`src/rtl/pipeline_hazard_ctrl_pkg.sv`:
```
// ---------------------------------------------------------------------------
// pipeline_hazard_ctrl_pkg
//   Shared types and constants for the front-of-pipe hazard controller.
//   - microcode_t   : decoded control word carried down the stages
//   - instr_data_t  : rs1/rs2/rd/imm operand fields
//   - MC_NOP        : bubble microcode (all-zero, so reg_we/check_rs*_dep = 0)
//   - ID_BUBBLE     : bubble instruction data (all-zero)
//   - DRAIN_CNT_W   : width of the hazard drain counter
// ---------------------------------------------------------------------------
package pipeline_hazard_ctrl_pkg;

  typedef struct packed {
    logic [3:0] alu_op;
    logic       imm_sel;
    logic       mem_rd;
    logic       mem_wr;
    logic       branch;
    logic       reg_we;
    logic       check_rs1_dep;
    logic       check_rs2_dep;
  } microcode_t;

  typedef struct packed {
    logic [4:0]  rs1;
    logic [4:0]  rs2;
    logic [4:0]  rd;
    logic [31:0] imm;
  } instr_data_t;

  // Bubble encodings: all-zero keeps the detector quiet for empty slots.
  localparam microcode_t  MC_NOP    = '0;
  localparam instr_data_t ID_BUBBLE = '0;

  // Drain counter holds up to DRAIN_CYCLES-1 with DRAIN_CYCLES <= 7.
  localparam int DRAIN_CNT_W = 3;

endpackage

```
`src/rtl/pipeline_stage_reg.sv`:
```
// ---------------------------------------------------------------------------
// pipeline_stage_reg
//   One pipeline stage register (microcode + instruction data).
//   Ports:
//     clk, rst_n  : clock, async active-low reset (resets to a bubble)
//     hold_i      : keep current contents
//     bubble_i    : load a bubble; wins over hold_i
//     mc_i/data_i : next-stage contents when neither hold nor bubble
//     mc_o/data_o : registered stage contents
// ---------------------------------------------------------------------------
module pipeline_stage_reg
  import pipeline_hazard_ctrl_pkg::*;
(
  input  logic        clk,
  input  logic        rst_n,
  input  logic        hold_i,
  input  logic        bubble_i,
  input  microcode_t  mc_i,
  input  instr_data_t data_i,
  output microcode_t  mc_o,
  output instr_data_t data_o
);

  microcode_t  mc_q;
  instr_data_t data_q;

  always_ff @(posedge clk or negedge rst_n) begin
    if (!rst_n) begin
      mc_q   <= MC_NOP;
      data_q <= ID_BUBBLE;
    end else if (bubble_i) begin
      mc_q   <= MC_NOP;
      data_q <= ID_BUBBLE;
    end else if (!hold_i) begin
      mc_q   <= mc_i;
      data_q <= data_i;
    end
  end

  assign mc_o   = mc_q;
  assign data_o = data_q;

endmodule

```
`src/rtl/pipeline_hazard_ctrl.sv`:
```
// ---------------------------------------------------------------------------
// pipeline_hazard_ctrl
//   Owns stage registers s0..s3 between decode and execute. On a data
//   dependency it freezes s0 and the decode handshake, drops bubbles into s1
//   for DRAIN_CYCLES cycles in total, and reports currently_blocked so the
//   detector masks the hazard while the older writer drains. Flush kills
//   s0/s1 and clears any pending drain.
//   Ports:
//     clk, rst_n                 : clock, async active-low reset
//     in_valid/in_ready          : decode handshake (in_ready = ~stall)
//     in_microcode/in_instruction_data : incoming decoded instruction
//     data_dependency            : hazard verdict (combinational from stages)
//     flush                      : branch/jump resolved in s2
//     microcode_s0..s3           : stage microcode registers
//     instruction_data_s0..s3    : stage operand registers
//     currently_blocked          : drain counter non-zero
// ---------------------------------------------------------------------------
module pipeline_hazard_ctrl
  import pipeline_hazard_ctrl_pkg::*;
#(
  parameter int DRAIN_CYCLES = 3
) (
  input  logic        clk,
  input  logic        rst_n,
  input  logic        in_valid,
  output logic        in_ready,
  input  microcode_t  in_microcode,
  input  instr_data_t in_instruction_data,
  input  logic        data_dependency,
  input  logic        flush,
  output microcode_t  microcode_s0,
  output microcode_t  microcode_s1,
  output microcode_t  microcode_s2,
  output microcode_t  microcode_s3,
  output instr_data_t instruction_data_s0,
  output instr_data_t instruction_data_s1,
  output instr_data_t instruction_data_s2,
  output instr_data_t instruction_data_s3,
  output logic        currently_blocked
);

  localparam int NUM_STAGES = 4;
  localparam logic [DRAIN_CNT_W-1:0] DRAIN_LOAD = DRAIN_CNT_W'(DRAIN_CYCLES - 1);

  logic [DRAIN_CNT_W-1:0] cnt_q, cnt_d;
  logic                   stall;

  microcode_t  [NUM_STAGES-1:0] mc_d, mc_q;
  instr_data_t [NUM_STAGES-1:0] dat_d, dat_q;
  logic        [NUM_STAGES-1:0] hold, bubble;

  assign currently_blocked = (cnt_q != '0);
  assign stall             = data_dependency | currently_blocked;
  // in_ready ignores flush: a word taken in the flush cycle is killed by the
  // s0 bubble below, and decode drops its flushed fetch on its side.
  assign in_ready          = ~stall;

  // Drain counter. A hazard seen while already draining is ignored: the
  // detector masks it, and reloading would stretch the stall needlessly.
  always_comb begin
    cnt_d = cnt_q;
    if (flush)
      cnt_d = '0;
    else if (cnt_q != '0)
      cnt_d = cnt_q - 1'b1;
    else if (data_dependency)
      cnt_d = DRAIN_LOAD;
  end

  always_ff @(posedge clk or negedge rst_n) begin
    if (!rst_n) cnt_q <= '0;
    else        cnt_q <= cnt_d;
  end

  // Stage controls. Only s0 ever holds; s1 is where drain bubbles enter so
  // that the older instructions in s1..s3 keep flowing to write-back.
  always_comb begin
    hold      = '0;
    bubble    = '0;
    hold[0]   = stall;
    bubble[0] = flush | (~stall & ~in_valid);
    bubble[1] = flush | stall;
  end

  assign mc_d[0]  = in_microcode;
  assign dat_d[0] = in_instruction_data;

  for (genvar i = 0; i < NUM_STAGES; i++) begin : g_stage
    if (i > 0) begin : g_chain
      assign mc_d[i]  = mc_q[i-1];
      assign dat_d[i] = dat_q[i-1];
    end

    pipeline_stage_reg u_stage (
      .clk     (clk),
      .rst_n   (rst_n),
      .hold_i  (hold[i]),
      .bubble_i(bubble[i]),
      .mc_i    (mc_d[i]),
      .data_i  (dat_d[i]),
      .mc_o    (mc_q[i]),
      .data_o  (dat_q[i])
    );
  end

  assign microcode_s0        = mc_q[0];
  assign microcode_s1        = mc_q[1];
  assign microcode_s2        = mc_q[2];
  assign microcode_s3        = mc_q[3];
  assign instruction_data_s0 = dat_q[0];
  assign instruction_data_s1 = dat_q[1];
  assign instruction_data_s2 = dat_q[2];
  assign instruction_data_s3 = dat_q[3];

endmodule

```
`config.mk`:
```
export PLATFORM = sky130hd
export DESIGN_NAME = pipeline_hazard_ctrl
export DESIGN_NICKNAME = d
export VERILOG_FILES = /design/src/rtl/pipeline_hazard_ctrl_pkg.sv /design/src/rtl/pipeline_stage_reg.sv /design/src/rtl/pipeline_hazard_ctrl.sv
export SDC_FILE = /design/constraint.sdc
export NUM_CORES = 1
export LEC_CHECK = 0
export ABC_AREA = 1
export BUFFER_PORTS_ARGS = -buffer_cell sky130_fd_sc_hd__buf_2
export CORE_MARGIN = 2
export CORE_UTILIZATION = 48
export DETAILED_ROUTE_END_ITERATION = 8
export GPL_TIMING_DRIVEN = 0
export PLACE_DENSITY = 0.88
export SLEW_MARGIN = 10
export SYNTH_ARGS = -nofsm -noshare
export SYNTH_HDL_FRONTEND = slang
export SYNTH_SLANG_ARGS = --single-unit
```
`constraint.sdc`:
```
create_clock -name clk -period 2.02 [get_ports clk]
set_clock_uncertainty 0.15 [all_clocks]
set_input_delay 0.101 -clock clk [delete_from_list [all_inputs] [get_ports clk]]
set_output_delay 0.101 -clock clk [all_outputs]
set_load 0.05 [all_outputs]
```
==> results of run 1 <==
## worst max-delay path, delay by kind of cell (launching register included)
kind | cells | cell delay (ns)
flops | 1 | 0.41
simple gates | 3 | 0.53
buf+inv | 4 | 0.60
fa+ha+maj | 1 | 0.18
## stage by stage
| stage | total power, mW | setup slack (ns) | util | instances | TNS (ns) |
|---|---|---|---|---|---|
| floorplan | 6.700 | 0.4591 | - | 642 | 0 |
| global placement | 7.389 | -3.152 | 0.5997 | 1153 | -738.36 |
| detailed placement | 7.453 | -0.2558 | 0.6038 | 1155 | -3.971 |
| CTS | 12.07 | 0.02278 | 0.7183 | 1294 | 0 |
| global route | 12.64 | -0.04066 | 0.7209 | 1294 | -0.05123 |
| finish | 12.21 | 0.06963 | 0.7209 | 1294 | 0 |
## metal layers
layer | up-vias | global-route usage | part of all wire
li1 | 2830 | - | -
met1 | 3169 | 0.3190 | 0.38
met2 | 312 | 0.4599 | 0.52
met3 | 68 | 0.04642 | 0.062
met4 | 2 | 0.1101 | 0.036
met5 | - | 0 | 0.00052
## cells by family after synthesis
kind of cell	share of synthesized area
xor+xnor	0.001131
simple gates	0.1850
flops	0.7593
fa+ha+maj	0.003231
compound gates	0.0006456
buf+inv	0.05073
## worst paths after layout
check / startpoint / end / depth (start not counted)
max: cnt_q[0]$_DFFE_PN0P_ / g_stage[1].u_stage.data_o[44]$_DFF_PN0_ / 8
min reg2reg: g_stage[1].u_stage.data_o[17]$_DFF_PN0_ / g_stage[2].u_stage.data_o[17]$_DFF_PN0_ / 0
min: in_valid / g_stage[0].u_stage.data_o[4]$_DFFE_PN0P_ / 4
max reg2reg: cnt_q[0]$_DFFE_PN0P_ / g_stage[1].u_stage.data_o[44]$_DFF_PN0_ / 8
max in group asynchronous: rst_n / g_stage[0].u_stage.data_o[34]$_DFFE_PN0P_ / 3
min in group asynchronous: rst_n / g_stage[3].u_stage.data_o[13]$_DFF_PN0_ / 3
## report_power, final
group / switching [mW] / leakage (nW) / internal [mW]
clock: 1.75 / 0.386 / 2.71
combinational: 1.90 / 2.81 / 0.720
sequential: 0.192 / 3.27 / 4.94
total: 3.84 / 6.47 / 8.37
## cell usage in the layout, fill, tap and decap left out, drive strengths merged
master,count
xnor2,1
ha,2
nand2,121
dfrtp,235
nand3b,58
dlygate4sd3,99
buf,315
inv,66
clkinv,4
o21ai,1
clkbuf,49
bufinv,4
nor2,62
nand3,61
## timing repair
| action | 4_1_cts | 5_1_grt |
|---|---|---|
| hold buffers | 99 | 0 |
| endpoints found under the setup margin | 58 | 64 |
| pin swaps | 1 | 1 |
| gates resized for setup | 9 | 9 |
| hold endpoints to repair | 294 | 0 |
| buffers inserted | 1 | 3 |
## sequential cells by signal, indices dropped and copies added (netlist names)
| name | cells |
|---|---|
| g_stage.u_stage.data_o | 188 |
| g_stage.u_stage.mc_o | 44 |
| cnt_q | 3 |
## area by class of cell
class	count	area, µm²
well taps	216	270.3
clock buffers	30	631.9
repair buffers	400	2577
multi-input cells	306	1501
inverters	65	244.0
fillers	1036	4418
plain buffers	33	155.1
flip-flops and latches	235	5881
clock inverters	9	148.9
==> results.toml, run 1 <==
[sta]
min_period_ns = 1.950
hold_viol_final = 0
slew_headroom = 0.3666
maxSlewViolCount = 0
max_freq_mhz = 512.7
hold_slack_ns = 0.06050
worst_pin_slew_ns = 0.9469
post-route-period-util = 0.9655
setup_viol = 0

[placed_design]
dpl_cell_area_mm2 = 0.009557
portBuffers = 295
gp_congestion = 0.8094
dpl.hpwl_mm = 14.78

[layout]
syn2layout_area_growth_pct = 47.32
final_cell_area_mm2 = 0.01141
drive_gt1_frac = 0.3293
nets = 1129
n_antenna_cell = 0

[synth]
syn_nets = 707
synth_edf_count = 0
synth_cells = 642
asyncSetResetFlopFracSynth = 1.000
netlist_area_mm2 = 0.007745
synthFlopType = "dfrtp_1"
synth_area_leaders = "dfrtp_1 76%, nand2_1 5.9%, nand3b_1 5.6%"
synth.top_cell.area_share = 0.7593
avgSynthCellArea_um2 = 12.06
synth.most_common_cell = "dfrtp_1"
yosysWarnings = 0
ys_top_cells_by_count = "235 x dfrtp_1, 121 x nand2_1, 61 x inv_1, 61 x nand3_1, 60 x nor2_1"
ys_seq_area_frac = 0.7593
yosysUniqueCellTypes = 15
synth_top_cell_by_area = "dfrtp_1"
ys_ff_latch = 235

[global_routing]
grt.total_usage = 0.2616
grt_max_degree = 109
grt_antenna_before_repair = 1
grt.overflow.total = 0
grt_pass1_wl_mm = 34.09
grt_pass1_vias = 6332

[detailed_routing]
drc_errors = 0
viasPerCell = 4.931
first_iter_violations = 373
drtPass1Iterations = 5
antenna_left = 0
num_vias = 6381
post_drt_wl_per_cell_um = 17.87
wl_mm = 23.13

[critical_path]
path_cells = "inv_1, ha_4, inv_2, nor2_4, nand2_1, buf_4, buf_6, nor2_1"
slowest_stage = "dfrtp_1"
setup.worst_path.start_class = "register"
regToRegSetupSlack_ns = 0.07
path_class = "register to register"
cp_data_required_time_ns = 2.29
slowest_delay_ns = 0.41
worstPathArrival_ns = 2.22
end_kind = "register"
cp_max_fo = 10

[clocking]
cts_buffer_depth = 3
clk_latency_ns = 0.50
cts_sinks = 235
root_buffer = "clkbuf_16"
htree_num_levels = 1
cts_tree = "built"
clkTransAtPathRegs_ns = 0.06
cts_buffers = 23

[pwr]
vdd_drop_max_uv = 1048
p_leak_nw = 6.466
power.density_mw_per_mm2 = 1070

[die]
die_y_um = 131.0
placementRows = 46
dieArea_mm2 = 0.01717
fp.dieW_um = 131.0
io_pins = 297
coreArea_mm2 = 0.01583
initial_core_util = 0.4893

[hold_path]
worstHoldPathType = "input port to register"

[outcome]
status = "finished clean"

[flow_run]
maxCapViolCount = 0
No activity file was read; power rests on OpenSTA's default activity.
==> run 2: changes to the inputs <==
--- a/config.mk
+++ b/config.mk
@@ -10,7 +10,6 @@
 export CORE_MARGIN = 2
 export CORE_UTILIZATION = 48
 export DETAILED_ROUTE_END_ITERATION = 8
-export GPL_TIMING_DRIVEN = 0
 export PLACE_DENSITY = 0.88
 export SLEW_MARGIN = 10
 export SYNTH_ARGS = -nofsm -noshare
==> run 2 against run 1 <==
Against the previous run:
- wire length fell by 9.4%
- power down 1.0%
- combinational power fell by 8.8%
- setup slack better by 0.044 ns
- hold slack got worse by 0.043 ns
- register-to-register slack improved by 0.36 ns
- global-route usage fell by 1.9 points
- first-iteration DRC count rose by 5.4%
- die area stayed put
- largest cell class unchanged
==> results.toml, run 2 (synthesis results as in run 1) <==
[clocking]
cts_tree = "built"
cts_sinks = 235
root_buffer = "clkbuf_16"
cts_setup_buffers = 0
cts_buffers = 24
clkTransAtPathRegs_ns = 0.06
htree_num_levels = 1
cts_buffer_depth = 3
clk_latency_ns = 0.50

[global_routing]
grt_max_degree = 72
grt.total_usage = 0.2424
grt_pass1_wl_mm = 31.95
grt_antenna_before_repair = 0
grt.overflow.total = 0
grt_pass1_vias = 6124

[placed_design]
portBuffers = 296
gp_congestion = 0.8011
dp_slack_ns = 0.4280
dpl.hpwl_mm = 13.64
dp_cells = 1132

[sta]
worst_pin_slew_ns = 0.3928
min_period_ns = 1.907
hold_viol_final = 0
setup_viol = 0
slew_headroom = 0.7381
maxSlewViolCount = 0
fin_setup_tns_ns = 0
rsz0062_at_grt = "false"
post-route-period-util = 0.9439
hold_slack_ns = 0.01783
setup_ws_ns = 0.1133
max_freq_mhz = 524.5

[critical_path]
path_class = "register to output port"
worstPathArrival_ns = 1.66
regToRegSetupSlack_ns = 0.43
cp_max_fo = 3
reg2reg_from = "cnt_q[0]$_DFFE_PN0P_"
critPathCapture = "in_ready"
crit_start = "cnt_q[0]$_DFFE_PN0P_"
cp_data_required_time_ns = 1.77
reg2reg_depth = 7
end_kind = "output port"
rr_endpoint = "g_stage[1].u_stage.data_o[12]$_DFF_PN0_"
setup.worst_path.start_class = "register"
slowest_delay_ns = 0.39
path_cells = "inv_1, ha_1, nand3_2, inv_2, buf_2"
slowest_stage = "dfrtp_1"

[detailed_routing]
antenna_left = 0
num_vias = 5986
viasPerCell = 4.831
wl_mm = 20.96
drtPass1Iterations = 6
post_drt_wl_per_cell_um = 16.92
first_iter_violations = 393
drc_errors = 0

[layout]
final_cell_mix = "295 x buf_2, 235 x dfrtp_1, 120 x nand2_1, 63 x dlygate4sd3_1, 61 x inv_1"
syn2layout_area_growth_pct = 42.36
n_antenna_cell = 0
largest_reg_flops = 188
layout_commonest_cell = "buf_2"
finalNonFillerCells = 1239
nets = 1070
drive_gt1_frac = 0.3539
nFillCells = 1108

[pwr]
vdd_drop_max_uv = 813.1
p_leak_nw = 6.367
power.density_mw_per_mm2 = 1096

[die]
die_y_um = 131.0
io_pins = 297
fp.dieW_um = 131.0
coreArea_mm2 = 0.01583
placementRows = 46
initial_core_util = 0.4893
dieArea_mm2 = 0.01717

[hold_path]
worstHoldPathType = "input port to register"

[flow_run]
maxCapViolCount = 0

[outcome]
status = "finished clean"
==> run 2: cell count changes in the layout (fill, tap and decap cells not counted), sizes merged <==
cell / delta
bufinv: -1
clkbuf: -22
clkinv: +6
clkinvlp: +3
buf: -5
dlygate4sd3: -36
==> run 2: worst min path at each step <==
| stage | start | endpoint | slack [ns] | depth (start not counted) |
|---|---|---|---|---|
| 6_report | in_valid | g_stage[0].u_stage.mc_o[7]$_DFFE_PN0P_ | 0.02 | 5 |
| 5_1_grt | in_valid | g_stage[0].u_stage.data_o[13]$_DFFE_PN0P_ | 0.05 | 5 |
| 4_1_cts | in_valid | g_stage[0].u_stage.mc_o[5]$_DFFE_PN0P_ | 0.0007 | 5 |
| 3_5_place_dp | rst_n | g_stage[1].u_stage.data_o[9]$_DFF_PN0_ | -0.11 | 1 |
| 3_3_place_gp | rst_n | g_stage[2].u_stage.data_o[6]$_DFF_PN0_ | -0.11 | 1 |
| 2_1_floorplan | rst_n | cnt_q[0]$_DFFE_PN0P_ | -0.34 | 0 |
==> run 2: area by class of cell <==
type | instances | area, µm² | share of cell area
Sequential cell | 235 | 5881 | 0.5334
Timing Repair Buffer | 373 | 2302 | 0.2088
Multi-Input combinational cell | 306 | 1489 | 0.1350
Clock buffer | 27 | 653.1 | 0.05924
Tap cell | 216 | 270.3 | 0.02451
Inverter | 65 | 244.0 | 0.02213
Clock inverter | 17 | 186.4 | 0.01691
==> run 2: per-layer routing <==
layer  share of wire  routed length (µm)  global-route usage  up-vias
met5               0                   0                   0        -
met4           0.040                 847              0.1020        0
met3           0.070                1473             0.04520       64
met2            0.52               10880              0.4212      274
met1            0.37                7760              0.2987     2934
li1                -                   -                   -     2714
==> run 2: power by group <==
group	internal, mW	leakage (nW)	switching (mW)
Combinational	0.589	2.69	1.80
Clock	2.74	0.410	1.84
Sequential	4.94	3.27	0.182
Total	8.26	6.37	3.82
==> run 2: per-stage QoR <==
step                instance area (µm²)    util  power [mW]
floorplan                          7745       -       6.700
global placement                   9555  0.6037       7.440
detailed placement                 9555  0.6037       7.495
CTS                               11030  0.6966       12.20
global route                      11030  0.6966       12.57
finish                            11030  0.6966       12.08
==> run 2: critical path: cells and delay by family (launching register included) <==
family | cells | cell delay, ns
simple gates | 1 | 0.12
buf+inv | 3 | 0.43
flops | 1 | 0.39
fa+ha+maj | 1 | 0.22
==> run 2: timing repair <==
action	in CTS	in global routing
resized for setup	0	0
hold buffers	63	0
endpoints found under the hold margin	294	0
==> run 3: changes to the inputs <==
--- a/config.mk
+++ b/config.mk
@@ -10,6 +10,7 @@
 export CORE_MARGIN = 2
 export CORE_UTILIZATION = 48
 export DETAILED_ROUTE_END_ITERATION = 8
+export HOLD_SLACK_MARGIN = 0.03
 export PLACE_DENSITY = 0.88
 export SLEW_MARGIN = 10
 export SYNTH_ARGS = -nofsm -noshare
==> run 3 against run 2 <==
Against the previous run:
- critical path depth unchanged
- die area unchanged
- maximum frequency up 0.76%
- combinational power rose by 4%
- clock power hardly changed
- global-route usage grew 1.7 points
- final cell count increased by 3.6%
- critical path type unchanged
==> results.toml, run 3 (synthesis results as in run 1) <==
[critical_path]
worstPathArrival_ns = 1.64
path_cells = "inv_1, ha_1, nand3_2, inv_2, buf_2"
path_class = "register to output port"
setup.worst_path.start_class = "register"
cp_data_required_time_ns = 1.77
slowest_stage = "dfrtp_1"
end_kind = "output port"
slowest_delay_ns = 0.39
cp_max_fo = 3

[clocking]
clkTransAtPathRegs_ns = 0.06
root_buffer = "clkbuf_16"
cts_buffers = 24
cts_sinks = 235
htree_num_levels = 1
postCtsResizedCells = 0
cts_tree = "built"
clk_latency_ns = 0.50
cts_buffer_depth = 3

[detailed_routing]
antenna_left = 0
post_drt_wl_per_cell_um = 17.47
drtPass1Iterations = 5
num_vias = 6312
viasPerCell = 4.916
wl_mm = 22.43
drc_errors = 0
first_iter_violations = 485

[sta]
min_period_ns = 1.892
setup_ws_ns = 0.1277
post-route-period-util = 0.9368
max_freq_mhz = 528.4
worst_pin_slew_ns = 0.3882
slew_headroom = 0.7412
fin_setup_tns_ns = 0
maxSlewViolCount = 0
setup_viol = 0
rsz0062_at_grt = "false"
hold_viol_final = 0

[die]
io_pins = 297
die_y_um = 131.0
fp.dieW_um = 131.0
coreArea_mm2 = 0.01583
placementRows = 46
dieArea_mm2 = 0.01717
initial_core_util = 0.4893

[placed_design]
gp_congestion = 0.8011
dpl.hpwl_mm = 13.64
dpl_cell_area_mm2 = 0.009555
portBuffers = 296
dp_slack_ns = 0.4280

[layout]
final_cell_mix = "295 x buf_2, 235 x dfrtp_1, 120 x nand2_1, 108 x dlygate4sd3_1, 61 x inv_1"
multi_input_area_mm2 = 0.001489
layout_commonest_cell = "buf_2"
syn2layout_area_growth_pct = 48.17
n_antenna_cell = 0
register_area_mm2 = 0.005881
nFillCells = 1040
drive_gt1_frac = 0.3390
largest_reg_flops = 188
nets = 1115
final_cell_area_mm2 = 0.01148

[global_routing]
grt_pass1_wl_mm = 34.11
grt.overflow.total = 0
grt_pass1_vias = 6607
grt_max_degree = 72
grt_antenna_before_repair = 0
grt.total_usage = 0.2596

[pwr]
vdd_drop_max_uv = 737.9
p_leak_nw = 6.492
power.density_mw_per_mm2 = 1062

[hold_path]
worstHoldPathType = "input port to register"

[flow_run]
maxCapViolCount = 0

[outcome]
status = "finished clean"
## run 3: worst paths after layout
kind	end	cells past startpoint	startpoint	slack, ns
max in group asynchronous	g_stage[2].u_stage.data_o[17]$_DFF_PN0_	4	rst_n	0.49
worst min-delay path	g_stage[0].u_stage.data_o[1]$_DFFE_PN0P_	5	in_valid	0.04
min in group asynchronous	g_stage[2].u_stage.data_o[6]$_DFF_PN0_	3	rst_n	0.51
worst max register to register	g_stage[0].u_stage.data_o[42]$_DFFE_PN0P_	6	cnt_q[0]$_DFFE_PN0P_	0.39
worst max-delay path	in_ready	5	cnt_q[0]$_DFFE_PN0P_	0.13
worst min register to register	g_stage[3].u_stage.mc_o[7]$_DFF_PN0_	0	g_stage[2].u_stage.mc_o[7]$_DFF_PN0_	0.22
## run 3: layout make-up
class / count / area share
timing repair buffer: 418 / 0.2399
inverter: 65 / 0.02126
sequential: 235 / 0.5124
tap: 216 / 0.02355
multi-input combinational: 306 / 0.1297
clock buffer: 27 / 0.05691
clock inverter: 17 / 0.01625
## run 3: what timing repair did
item                      in CTS  in global routing
buffers inserted               0                  0
hold buffers                 108                  0
hold endpoints to repair     295                  0
## run 3: power breakdown
| part | internal, mW | leakage, nW | switching (mW) |
|---|---|---|---|
| Clock | 2.74 | 0.410 | 1.84 |
| Combinational | 0.646 | 2.81 | 1.84 |
| Sequential | 4.94 | 3.27 | 0.184 |
## run 3: per-layer routing
layer / global-route usage / wire [µm] / share of wire
met1: 0.3038 / 7980 / 0.36
met5: 0 / 0 / 0
met2: 0.4639 / 11780 / 0.53
met4: 0.1202 / 1056 / 0.047
met3: 0.04805 / 1614 / 0.072
## run 3: metrics by stage
step / util / hold slack [ns] / cells / power [mW]
6_report: 0.7251 / 0.04308 / 1284 / 12.19
5_1_grt: 0.7251 / 0.06012 / 1284 / 12.68
4_1_cts: 0.7251 / 0.03018 / 1284 / 12.27
3_5_place_dp: 0.6037 / -0.1143 / 1132 / 7.495
3_3_place_gp: 0.6037 / -0.1133 / 1132 / 7.440
2_1_floorplan: - / -0.3446 / 642 / 6.700
## run 3: critical path: cells and delay by family, from the launching register on
| kind | cells | cell delay (ns) |
|---|---|---|
| buffers and inverters | 3 | 0.42 |
| DFF | 1 | 0.39 |
| adders and majority gates | 1 | 0.22 |
| and+or+nand+nor | 1 | 0.12 |
